File: config.mk
export PLATFORM = sky130hd
export DESIGN_NAME = mem_access_stage_flat
export DESIGN_NICKNAME = d
export VERILOG_FILES = /design/src/rtl/mem_access_stage_pkg.sv /design/src/rtl/mem_access_stage_if.sv /design/src/rtl/mem_access_stage_load_store_align.sv /design/src/rtl/mem_access_stage.sv /design/src/flat_wrapper.sv
export SDC_FILE = /design/constraint.sdc
export NUM_CORES = 1
export LEC_CHECK = 0
export CAP_MARGIN = 40
export CORE_MARGIN = 2
export CORE_UTILIZATION = 30
export CTS_BUF_LIST = sky130_fd_sc_hd__clkbuf_4 sky130_fd_sc_hd__clkbuf_8
export DETAILED_ROUTE_END_ITERATION = 8
export GPL_ROUTABILITY_DRIVEN = 1
export HOLD_SLACK_MARGIN = 0.02
export PLACE_DENSITY_LB_ADDON = 0.3
export SETUP_SLACK_MARGIN = 0.02
export SYNTH_ARGS = -nofsm -noshare
export SYNTH_HDL_FRONTEND = slang
export SYNTH_SLANG_ARGS = --single-unit
File: constraint.sdc
create_clock -name h_clk -period 4.5 [get_ports h_clk]
set_clock_uncertainty 0.2 [all_clocks]
set_input_delay 1.125 -clock h_clk [delete_from_list [all_inputs] [get_ports h_clk]]
set_output_delay 1.125 -clock h_clk [all_outputs]
set_load 0.005 [all_outputs]
File: src/rtl/mem_access_stage_pkg.sv
// Shared definitions for the memory-access stage: funct3 access codes, FSM states,
// strobe width and the misalignment helper used when MISALIGN_TRAP_EN is defined.
package mem_access_stage_pkg;

  localparam int STRB_W = 4;

  localparam logic [2:0] F3_LB  = 3'b000;
  localparam logic [2:0] F3_LH  = 3'b001;
  localparam logic [2:0] F3_LW  = 3'b010;
  localparam logic [2:0] F3_LBU = 3'b100;
  localparam logic [2:0] F3_LHU = 3'b101;
  localparam logic [2:0] F3_SB  = 3'b000;
  localparam logic [2:0] F3_SH  = 3'b001;
  localparam logic [2:0] F3_SW  = 3'b010;

  typedef enum logic [0:0] {
    ST_IDLE     = 1'b0,
    ST_WAIT_ACK = 1'b1
  } state_t;

  // Half accesses need an even address, word-sized (and unknown-size) accesses a multiple of four.
  function automatic logic is_misaligned(input logic is_load, input logic [2:0] funct3,
                                         input logic [1:0] lane);
    logic mis;
    mis = 1'b0;
    if (is_load) begin
      case (funct3)
        F3_LB, F3_LBU: mis = 1'b0;
        F3_LH, F3_LHU: mis = lane[0];
        default:       mis = (lane != 2'b00);
      endcase
    end else begin
      case (funct3)
        F3_SB:   mis = 1'b0;
        F3_SH:   mis = lane[0];
        default: mis = (lane != 2'b00);
      endcase
    end
    return mis;
  endfunction

endpackage

File: src/rtl/mem_access_stage_if.sv
// Data-memory request/acknowledge bus between the memory-access stage (master)
// and the data memory (slave).
interface mem_access_stage_if #(
  parameter int DWIDTH  = 32,
  parameter int MAWIDTH = 32
);
  logic                  req;
  logic                  we;
  logic [MAWIDTH-1:0]    addr;
  logic [DWIDTH-1:0]     wdata;
  logic [DWIDTH/8-1:0]   wstrb;
  logic                  ack;
  logic [DWIDTH-1:0]     rdata;

  modport master (output req, we, addr, wdata, wstrb, input ack, rdata);
  modport slave  (input req, we, addr, wdata, wstrb, output ack, rdata);
endinterface

File: src/rtl/mem_access_stage_load_store_align.sv
// Byte-lane steering: store data replication/strobes and load sign/zero extension.
// Purely combinational so a cache front-end can reuse it unchanged.
module load_store_align
  import mem_access_stage_pkg::*;
(
  input  logic [2:0]        st_funct3,
  input  logic [1:0]        st_lane,
  input  logic [31:0]       st_data,
  output logic [31:0]       st_wdata,
  output logic [STRB_W-1:0] st_wstrb,
  input  logic [2:0]        ld_funct3,
  input  logic [1:0]        ld_lane,
  input  logic [31:0]       ld_rdata,
  output logic [31:0]       ld_data
);

  logic [7:0]  ld_byte_s;
  logic [15:0] ld_half_s;

  // Store lane generation; low address bits below the access size are ignored.
  always_comb begin
    st_wdata = st_data;
    st_wstrb = 4'b1111;
    case (st_funct3)
      F3_SB: begin
        st_wdata = {4{st_data[7:0]}};
        st_wstrb = 4'b0001 << st_lane;
      end
      F3_SH: begin
        st_wdata = {2{st_data[15:0]}};
        st_wstrb = 4'b0011 << {st_lane[1], 1'b0};
      end
      default: begin
        st_wdata = st_data;
        st_wstrb = 4'b1111;
      end
    endcase
  end

  // Load lane selection and extension; unknown funct3 behaves as a full word.
  always_comb begin
    ld_byte_s = ld_rdata[{ld_lane, 3'b000} +: 8];
    if (ld_lane[1]) begin
      ld_half_s = ld_rdata[31:16];
    end else begin
      ld_half_s = ld_rdata[15:0];
    end
    case (ld_funct3)
      F3_LB:   ld_data = {{24{ld_byte_s[7]}}, ld_byte_s};
      F3_LH:   ld_data = {{16{ld_half_s[15]}}, ld_half_s};
      F3_LBU:  ld_data = {24'd0, ld_byte_s};
      F3_LHU:  ld_data = {16'd0, ld_half_s};
      default: ld_data = ld_rdata;
    endcase
  end

endmodule

File: src/rtl/mem_access_stage.sv
// Memory-access pipeline stage: registers ALU results, runs loads/stores on a req/ack
// port and drives forwarding bypass signals. Optional macro: MISALIGN_TRAP_EN.
module mem_access_stage
  import mem_access_stage_pkg::*;
#(
  parameter int DWIDTH  = 32,
  parameter int AWIDTH  = 5,
  parameter int MAWIDTH = 32
) (
  input  logic               h_clk,
  input  logic               h_rst_n,
  input  logic               h_i_alu_ce,
  input  logic [AWIDTH-1:0]  h_i_alu_addr_rd,
  input  logic [DWIDTH-1:0]  h_i_alu_data_rd,
  input  logic               h_i_we_reg,
  input  logic               h_i_is_load,
  input  logic               h_i_is_store,
  input  logic [2:0]         h_i_funct3,
  input  logic [DWIDTH-1:0]  h_i_store_data,
  input  logic               h_i_stall,
  input  logic               h_i_flush,
  output logic               h_o_stall,
  output logic               h_o_ce,
  output logic               h_o_valid,
  output logic               h_o_we_reg,
  output logic [AWIDTH-1:0]  h_o_addr_rd,
  output logic [DWIDTH-1:0]  h_o_data_rd,
`ifdef MISALIGN_TRAP_EN
  output logic               h_o_misaligned,
`endif
  mem_access_stage_if.master mem
);

  state_t                state_r;
  logic                  ce_r, valid_r, we_reg_r, flush_pend_r, is_load_r;
  logic [AWIDTH-1:0]     addr_rd_r;
  logic [DWIDTH-1:0]     data_rd_r;
  logic                  mem_req_r, mem_we_r;
  logic [MAWIDTH-1:0]    mem_addr_r;
  logic [DWIDTH-1:0]     mem_wdata_r;
  logic [STRB_W-1:0]     mem_wstrb_r;
  logic [2:0]            funct3_r;
  logic [1:0]            lane_r;
`ifdef MISALIGN_TRAP_EN
  logic                  misaligned_r;
`endif

  logic                  accept_s, mem_op_s, store_s, trap_s;
  logic [DWIDTH-1:0]     st_wdata_s, ld_data_s;
  logic [STRB_W-1:0]     st_wstrb_s;

  assign accept_s = (state_r == ST_IDLE) && h_i_alu_ce && !h_i_stall && !h_i_flush;
  assign mem_op_s = h_i_is_load || h_i_is_store;
  // A simultaneous load and store flag is resolved as a load.
  assign store_s  = h_i_is_store && !h_i_is_load;
`ifdef MISALIGN_TRAP_EN
  assign trap_s   = is_misaligned(!store_s, h_i_funct3, h_i_alu_data_rd[1:0]);
`else
  assign trap_s   = 1'b0;
`endif

  load_store_align u_align (
    .st_funct3 (h_i_funct3),
    .st_lane   (h_i_alu_data_rd[1:0]),
    .st_data   (h_i_store_data),
    .st_wdata  (st_wdata_s),
    .st_wstrb  (st_wstrb_s),
    .ld_funct3 (funct3_r),
    .ld_lane   (lane_r),
    .ld_rdata  (mem.rdata),
    .ld_data   (ld_data_s)
  );

  // Stage FSM with all bypass and memory-port outputs registered.
  always_ff @(posedge h_clk or negedge h_rst_n) begin
    if (!h_rst_n) begin
      state_r      <= ST_IDLE;
      ce_r         <= 1'b0;
      valid_r      <= 1'b0;
      we_reg_r     <= 1'b0;
      flush_pend_r <= 1'b0;
      is_load_r    <= 1'b0;
      addr_rd_r    <= {AWIDTH{1'b0}};
      data_rd_r    <= {DWIDTH{1'b0}};
      mem_req_r    <= 1'b0;
      mem_we_r     <= 1'b0;
      mem_addr_r   <= {MAWIDTH{1'b0}};
      mem_wdata_r  <= {DWIDTH{1'b0}};
      mem_wstrb_r  <= {STRB_W{1'b0}};
      funct3_r     <= 3'b000;
      lane_r       <= 2'b00;
`ifdef MISALIGN_TRAP_EN
      misaligned_r <= 1'b0;
`endif
    end else begin
`ifdef MISALIGN_TRAP_EN
      misaligned_r <= 1'b0;
`endif
      case (state_r)
        ST_IDLE: begin
          if (accept_s) begin
            ce_r         <= 1'b1;
            addr_rd_r    <= h_i_alu_addr_rd;
            data_rd_r    <= h_i_alu_data_rd;
            flush_pend_r <= 1'b0;
            if (mem_op_s && trap_s) begin
              valid_r      <= 1'b1;
              we_reg_r     <= 1'b0;
`ifdef MISALIGN_TRAP_EN
              misaligned_r <= 1'b1;
`endif
            end else if (mem_op_s) begin
              state_r     <= ST_WAIT_ACK;
              mem_req_r   <= 1'b1;
              mem_we_r    <= store_s;
              mem_addr_r  <= {h_i_alu_data_rd[MAWIDTH-1:2], 2'b00};
              mem_wdata_r <= st_wdata_s;
              mem_wstrb_r <= store_s ? st_wstrb_s : {STRB_W{1'b0}};
              valid_r     <= store_s;
              we_reg_r    <= store_s ? 1'b0 : h_i_we_reg;
              is_load_r   <= !store_s;
              funct3_r    <= h_i_funct3;
              lane_r      <= h_i_alu_data_rd[1:0];
            end else begin
              valid_r  <= 1'b1;
              we_reg_r <= h_i_we_reg;
            end
          end else if (h_i_flush || !h_i_stall) begin
            ce_r     <= 1'b0;
            valid_r  <= 1'b0;
            we_reg_r <= 1'b0;
          end else begin
            ce_r <= ce_r;
          end
        end
        ST_WAIT_ACK: begin
          if (mem.ack) begin
            state_r      <= ST_IDLE;
            mem_req_r    <= 1'b0;
            mem_we_r     <= 1'b0;
            flush_pend_r <= 1'b0;
            if (flush_pend_r || h_i_flush) begin
              ce_r     <= 1'b0;
              valid_r  <= 1'b0;
              we_reg_r <= 1'b0;
            end else if (is_load_r) begin
              data_rd_r <= ld_data_s;
              valid_r   <= 1'b1;
            end else begin
              valid_r <= 1'b1;
            end
          end else if (h_i_flush) begin
            // The bus transaction must still finish; only the result is squashed.
            flush_pend_r <= 1'b1;
            we_reg_r     <= 1'b0;
          end else begin
            mem_req_r <= 1'b1;
          end
        end
        default: begin
          state_r   <= ST_IDLE;
          mem_req_r <= 1'b0;
        end
      endcase
    end
  end

  assign h_o_stall   = (state_r == ST_WAIT_ACK) || h_i_stall;
  assign h_o_ce      = ce_r;
  assign h_o_valid   = valid_r;
  assign h_o_we_reg  = we_reg_r;
  assign h_o_addr_rd = addr_rd_r;
  assign h_o_data_rd = data_rd_r;
  assign mem.req     = mem_req_r;
  assign mem.we      = mem_we_r;
  assign mem.addr    = mem_addr_r;
  assign mem.wdata   = mem_wdata_r;
  assign mem.wstrb   = mem_wstrb_r;
`ifdef MISALIGN_TRAP_EN
  assign h_o_misaligned = misaligned_r;
`endif

endmodule

File: src/flat_wrapper.sv
// flat-port wrapper written by rule: the top's interface ports become plain ports
module mem_access_stage_flat import mem_access_stage_pkg::*;
#(
  parameter int DWIDTH  = 32,
  parameter int AWIDTH  = 5,
  parameter int MAWIDTH = 32
)
  (h_clk, h_rst_n, h_i_alu_ce, h_i_alu_addr_rd, h_i_alu_data_rd, h_i_we_reg, h_i_is_load, h_i_is_store, h_i_funct3, h_i_store_data, h_i_stall, h_i_flush, h_o_stall, h_o_ce, h_o_valid, h_o_we_reg, h_o_addr_rd, h_o_data_rd, mem_req, mem_we, mem_addr, mem_wdata, mem_wstrb, mem_ack, mem_rdata);
  mem_access_stage_if #(.DWIDTH(DWIDTH), .MAWIDTH(MAWIDTH)) mem_i ();
  input  logic h_clk;
  input  logic h_rst_n;
  input  logic h_i_alu_ce;
  input  logic [AWIDTH-1:0] h_i_alu_addr_rd;
  input  logic [DWIDTH-1:0] h_i_alu_data_rd;
  input  logic h_i_we_reg;
  input  logic h_i_is_load;
  input  logic h_i_is_store;
  input  logic [2:0] h_i_funct3;
  input  logic [DWIDTH-1:0] h_i_store_data;
  input  logic h_i_stall;
  input  logic h_i_flush;
  output logic h_o_stall;
  output logic h_o_ce;
  output logic h_o_valid;
  output logic h_o_we_reg;
  output logic [AWIDTH-1:0] h_o_addr_rd;
  output logic [DWIDTH-1:0] h_o_data_rd;
  output wire logic [$bits(mem_i.req)-1:0] mem_req;
  output wire logic [$bits(mem_i.we)-1:0] mem_we;
  output wire logic [$bits(mem_i.addr)-1:0] mem_addr;
  output wire logic [$bits(mem_i.wdata)-1:0] mem_wdata;
  output wire logic [$bits(mem_i.wstrb)-1:0] mem_wstrb;
  input wire logic [$bits(mem_i.ack)-1:0] mem_ack;
  input wire logic [$bits(mem_i.rdata)-1:0] mem_rdata;
  assign mem_req = mem_i.req;
  assign mem_we = mem_i.we;
  assign mem_addr = mem_i.addr;
  assign mem_wdata = mem_i.wdata;
  assign mem_wstrb = mem_i.wstrb;
  assign mem_i.ack = mem_ack;
  assign mem_i.rdata = mem_rdata;
  mem_access_stage #(.DWIDTH(DWIDTH), .AWIDTH(AWIDTH), .MAWIDTH(MAWIDTH)) u_core (.h_clk(h_clk), .h_rst_n(h_rst_n), .h_i_alu_ce(h_i_alu_ce), .h_i_alu_addr_rd(h_i_alu_addr_rd), .h_i_alu_data_rd(h_i_alu_data_rd), .h_i_we_reg(h_i_we_reg), .h_i_is_load(h_i_is_load), .h_i_is_store(h_i_is_store), .h_i_funct3(h_i_funct3), .h_i_store_data(h_i_store_data), .h_i_stall(h_i_stall), .h_i_flush(h_i_flush), .h_o_stall(h_o_stall), .h_o_ce(h_o_ce), .h_o_valid(h_o_valid), .h_o_we_reg(h_o_we_reg), .h_o_addr_rd(h_o_addr_rd), .h_o_data_rd(h_o_data_rd), .mem(mem_i));
endmodule
# Yosys cells after proc, flatten, opt, wreduce, memory -nomap -nowiden
# Index checks and enable logic that the tools add are counted.
[totals] in_bits=113 wordCells=99 ff_bits=116 out_inout_bits=111
[classes] bitwise=1 muxes=43 n_eq_ne=14 reduce_logical=23 shift=3
[ops] cell="$mux 32" n=4
[ops] cell="$pmux 32 s2" n=2
[ops] cell="$pmux 32 s4" n=1
[ops] cell="$shiftx 32x6->8" n=1
[ops] cell="$mux 1" n=26
[ops] cell="$mux 16" n=1
[ops] cell="$reduce_and 3->1" n=5
[ops] cell="$pmux 1 s2" n=7
[ops] cell="$ne 3x3->1 const B" n=3
[ops] cell="$ne 2x2->1 const B" n=4
[ops] cell="$pmux 4 s2" n=1
[ops] cell="$eq 3x1->1 const B" n=2
[ops] cell="$eq 3x3->1 const B" n=2
[ops] cell="$logic_not 3->1" n=2
[ops] cell="$reduce_and 2->1" n=3
[ops] cell="$logic_and 1x1->1" n=4
[ops] cell="$logic_not 1->1" n=4
[ops] cell="$logic_or 1x1->1" n=4
[ops] cell="$mux 4" n=1
[ops] cell="$ne 2x1->1 const B" n=2
[ops] cell="$reduce_and 4->1" n=1
[ops] cell="$shl 1x2->4 const A" n=1
[ops] cell="$shl 2x2->4 const A" n=1
[ops] cell="$ne 3x2->1 const B" n=1
[ops] cell="$not 1->1" n=1

# Longest topological paths before layout
[depth] depth_word=6 mapped_depth=7 depth_no_buf=4

# Hierarchy
# From an unflattened synthesis, not the netlist that was laid out.
[unflattened] hier_cells=514 hier_area_um2=6209.7
[modules_own_cells] mod="mem_access_stage" cells_each=332 area_per_inst_um2=4874.7 instances=1 seq_area_each_um2=2902.8
[modules_own_cells] mod="load_store_align" cells_each=182 area_per_inst_um2=1335.0 instances=1 seq_area_each_um2=0.0

# Worst setup path after synthesis
# No wires, ideal clock.
[synth_path] path_type="input-to-output" startpoint="input h_i_stall" endpoint="output h_o_stall" path_buffers=0 required_ps=3175 arrival_time_ps=1401 path_slack_ps=1774 path_stages=1 path_cell_list="or2_2"
[synth_via] elab_chain_cells=1
[synth_lines] element="start: declaration" line="flat_wrapper.sv:20" text="input logic h_i_stall;"
[synth_lines] element="$logic_or 1x1->1" line="mem_access_stage.sv:168" text="assign h_o_stall = (state_r == ST_WAIT_ACK) || h_i_stall;"
[synth_lines] element="end: declaration" line="flat_wrapper.sv:22" text="output logic h_o_stall;"
# Every way passes these cells.

# Worst setup path after layout
# Same ends and word-level chain as after synthesis.

==> metrics.md <==
| Metric | Value |
|---|---|
| Mapped Avg Cell Area | 9.021 um^2 |
| Yosys reg bits | 116 |
| Root buf cell | clkbuf_8 |
| Cells on Worst Hold Path | 2 |
| Dominant register cell in the synthesized netlist | dfrtp_1 |
| Die height | 141.0 um |
| Max transition margin | 51.39% |
| Final hold vios | 0 |
| Final Wtd Congestion | 0.7912 |
| IO Pins | 224 |
| Worst-Margin Slew | 729.1 ps |
| WP buf/inv | 2 |
| First-pass GRT wire length | 30260 um |
| CP Cell Sequence | clkdlybuf4s50_1 -> or2_2 -> clkdlybuf4s50_1 |
| Initial DRC Count | 313 |
| EDFF count, synth | 0 |
| Post-Synthesis Cells | 624 |
| Worst-case reg-to-reg path depth | 6 |
| Status | finished, final reports clean |
| Worst EP arrival | 2400 ps |
| CTS tree | built |
| # rows | 50 |
| Setup ws final | 771.0 ps |
| DP Worst Slack | 763.5 ps |
| Clock slew at reported path FFs | 70 ps |
| DRC | 0 |
| LEAKAGE | 3.650 nW |
| Full die area | 19880 um^2 |
| Initial antenna violation count | 1 |
| Initial Utilization | 30.30% |
| Max Fclk | 268.2 MHz |
| WS Path Type | primary input to primary output |
| Stages on worst setup path | 3 |
| Detailed-route via count | 5395 |
| Most common cell after layout, fill and taps aside | clkdlybuf4s50_1 |
| Total CTS buffers | 17 |
| Worst path required time | 3170 ps |
| Post-CTS Setup Bufs | 0 |
| Commonest cells after routing, fill and taps aside | 220 x clkdlybuf4s50_1, 194 x nand2_1, 116 x dfrtp_1 |
| Max-cap violations | 0 |
| Post-DR wirelength/cell | 17.97 um |
| Final setup violation count | 0 |
| Synthesis-to-finish area growth | 51.03% |
| Top delay family on crit path | buffers and inverters |
| PortBufs | 221 |
| Critical Path Source Type | primary input |
| Cts repair resizes | 0 |
| Clk_lat worst skew | 440 ps |
| Pwr per Cell Area | 426.8 nW/um^2 |
| ANT cells | 0 |
| ANT nets after route | 0 |
| H-tree levels | 4 |
| Ys async rst share | 100.0% |
| Die Width | 141.0 um |
| Max Root-Sink Buffers | 2 |
| Largest net degree at the start of global routing | 72 |
| Detailed-route wire length | 19400 um |
| Placed cell areas | 8088 um^2 |
| Setup TNS | 0 ps |
| Final net count | 946 |
| Max FO, Critical Path | 5 |
| Vias per inst | 4.995 |
| Finished Core Util | 45.76% |
| Share of cells above drive strength 1 | 7.683% |
| Maximum vdd drop | 0.1854 mV |
| Sinks on Clock Net | 116 |
| DP Wirelength | 13850 um |
| Vias in the first global route | 5256 |
| Worst Setup End Kind | primary output |
| Drt pass-1 iters | 7 |
| Most used cell, CP | clkdlybuf4s50_1 |
| Fin crit share | 82.87% |
| Crit path time final | 3729 ps |
| Tot GR Track Use | 19.76% |
| Register area share after synthesis | 51.57% |
| Hold buffers post-CTS | 0 |
| Slowest CP cell | clkdlybuf4s50_1 |
| Unrepaired setup endpoints after global routing | false |
| Core Area | 18580 um^2 |
| Max-slew violations | 0 |
| Total gr overflow | 0 |
| Crit-path max cell delay | 490 ps |
| Final Cell Area | 8502 um^2 |
| Syn. warnings | 0 |
| Synth cell types | 45 |
| Worst hold path class | register to register |
| Post-Syn Area | 5629 um^2 |
==> metrics by stage <==
| step | hold WS, ps | power (mW) | cells |
|---|---|---|---|
| 4_1_cts | 278.5 | 3.670 | 1080 |
| 6_report | 274.0 | 3.628 | 1080 |
| 3_3_place_gp | 257.6 | 2.591 | 1046 |
| 2_1_floorplan | 269.6 | 1.867 | 625 |
| 5_1_grt | 288.4 | 3.847 | 1080 |
| 3_5_place_dp | 261.5 | 2.617 | 1048 |
==> logic make-up (layout without fill, tap and decap cells) <==
family | count (synthesis) | after routing | synth area share (%)
compound gates | 143 | 143 | 16.69
simple gates | 273 | 273 | 20.07
buf+inv | 50 | 271 | 3.912
mux | 41 | 41 | 7.691
flops | 116 | 116 | 51.57
other cells | 1 | 2 | 0.06662
==> area by class of cell <==
class	instances	area [um^2]
sequential	116	2903
timing repair buffer	234	2352
clock inverter	10	130.1
clock buffer	22	284.0
tap	234	292.8
multi-input combinational	459	2521
inverter	5	18.77
fill	1819	10080
==> Yosys cell counts (4+ instances only) <==
cell type  number  area (um^2)
a211o_1         7        61.31
a211oi_1       16        120.1
a21oi_1        18        90.09
a221oi_1        9        78.83
a22o_1          5        43.79
a22oi_1         9        67.56
a311oi_1        8        70.07
buf_2           8        40.04
clkbuf_1       30        112.6
dfrtp_1       116         2903
inv_1           4        15.01
mux2_2          8        90.09
mux2i_1        32        320.3
nand2_1       194        728.2
nand2b_1       10        62.56
nor2_1         39        146.4
nor3_1         16        80.08
o21ai_0        54        270.3
o22ai_1         8        50.05
==> per-layer routing <==
| metal | track usage, % | share of wire [%] |
|---|---|---|
| met3 | 6.624 | 8.6 |
| met1 | 26.63 | 45 |
| met4 | 5.105 | 0.71 |
| met5 | 0 | 0 |
| met2 | 30.71 | 46 |
==> worst reg2reg max path: cells and delay by family (launching register included) <==
kind	cells	cell delay, ps
DFF	1	430
buffers and inverters	2	580
and+or+nand+nor	4	1320
==> power by group <==
part           internal [mW]  total (mW)  switching [mW]  leakage (nW)
sequential              1.29        1.46           0.173          1.41
combinational          0.676        1.13           0.457          2.03
clock                  0.590        1.04           0.445         0.213
==> worst paths after layout <==
kind / start / end / slack (ps)
min in group asynchronous: h_rst_n / u_core.mem.addr[24] / 490
max in group asynchronous: h_rst_n / u_core.mem.wstrb[3] / 2720
worst min register to register: u_core.mem.addr[17] / u_core.mem.addr[17] / 270
worst max-delay path: h_i_stall / h_o_stall / 770
worst max register to register: u_core.state_r / u_core.mem.addr[12] / 1920
worst min-delay path: u_core.mem.addr[17] / u_core.mem.addr[17] / 270
(Power assumes the default switching activity.)
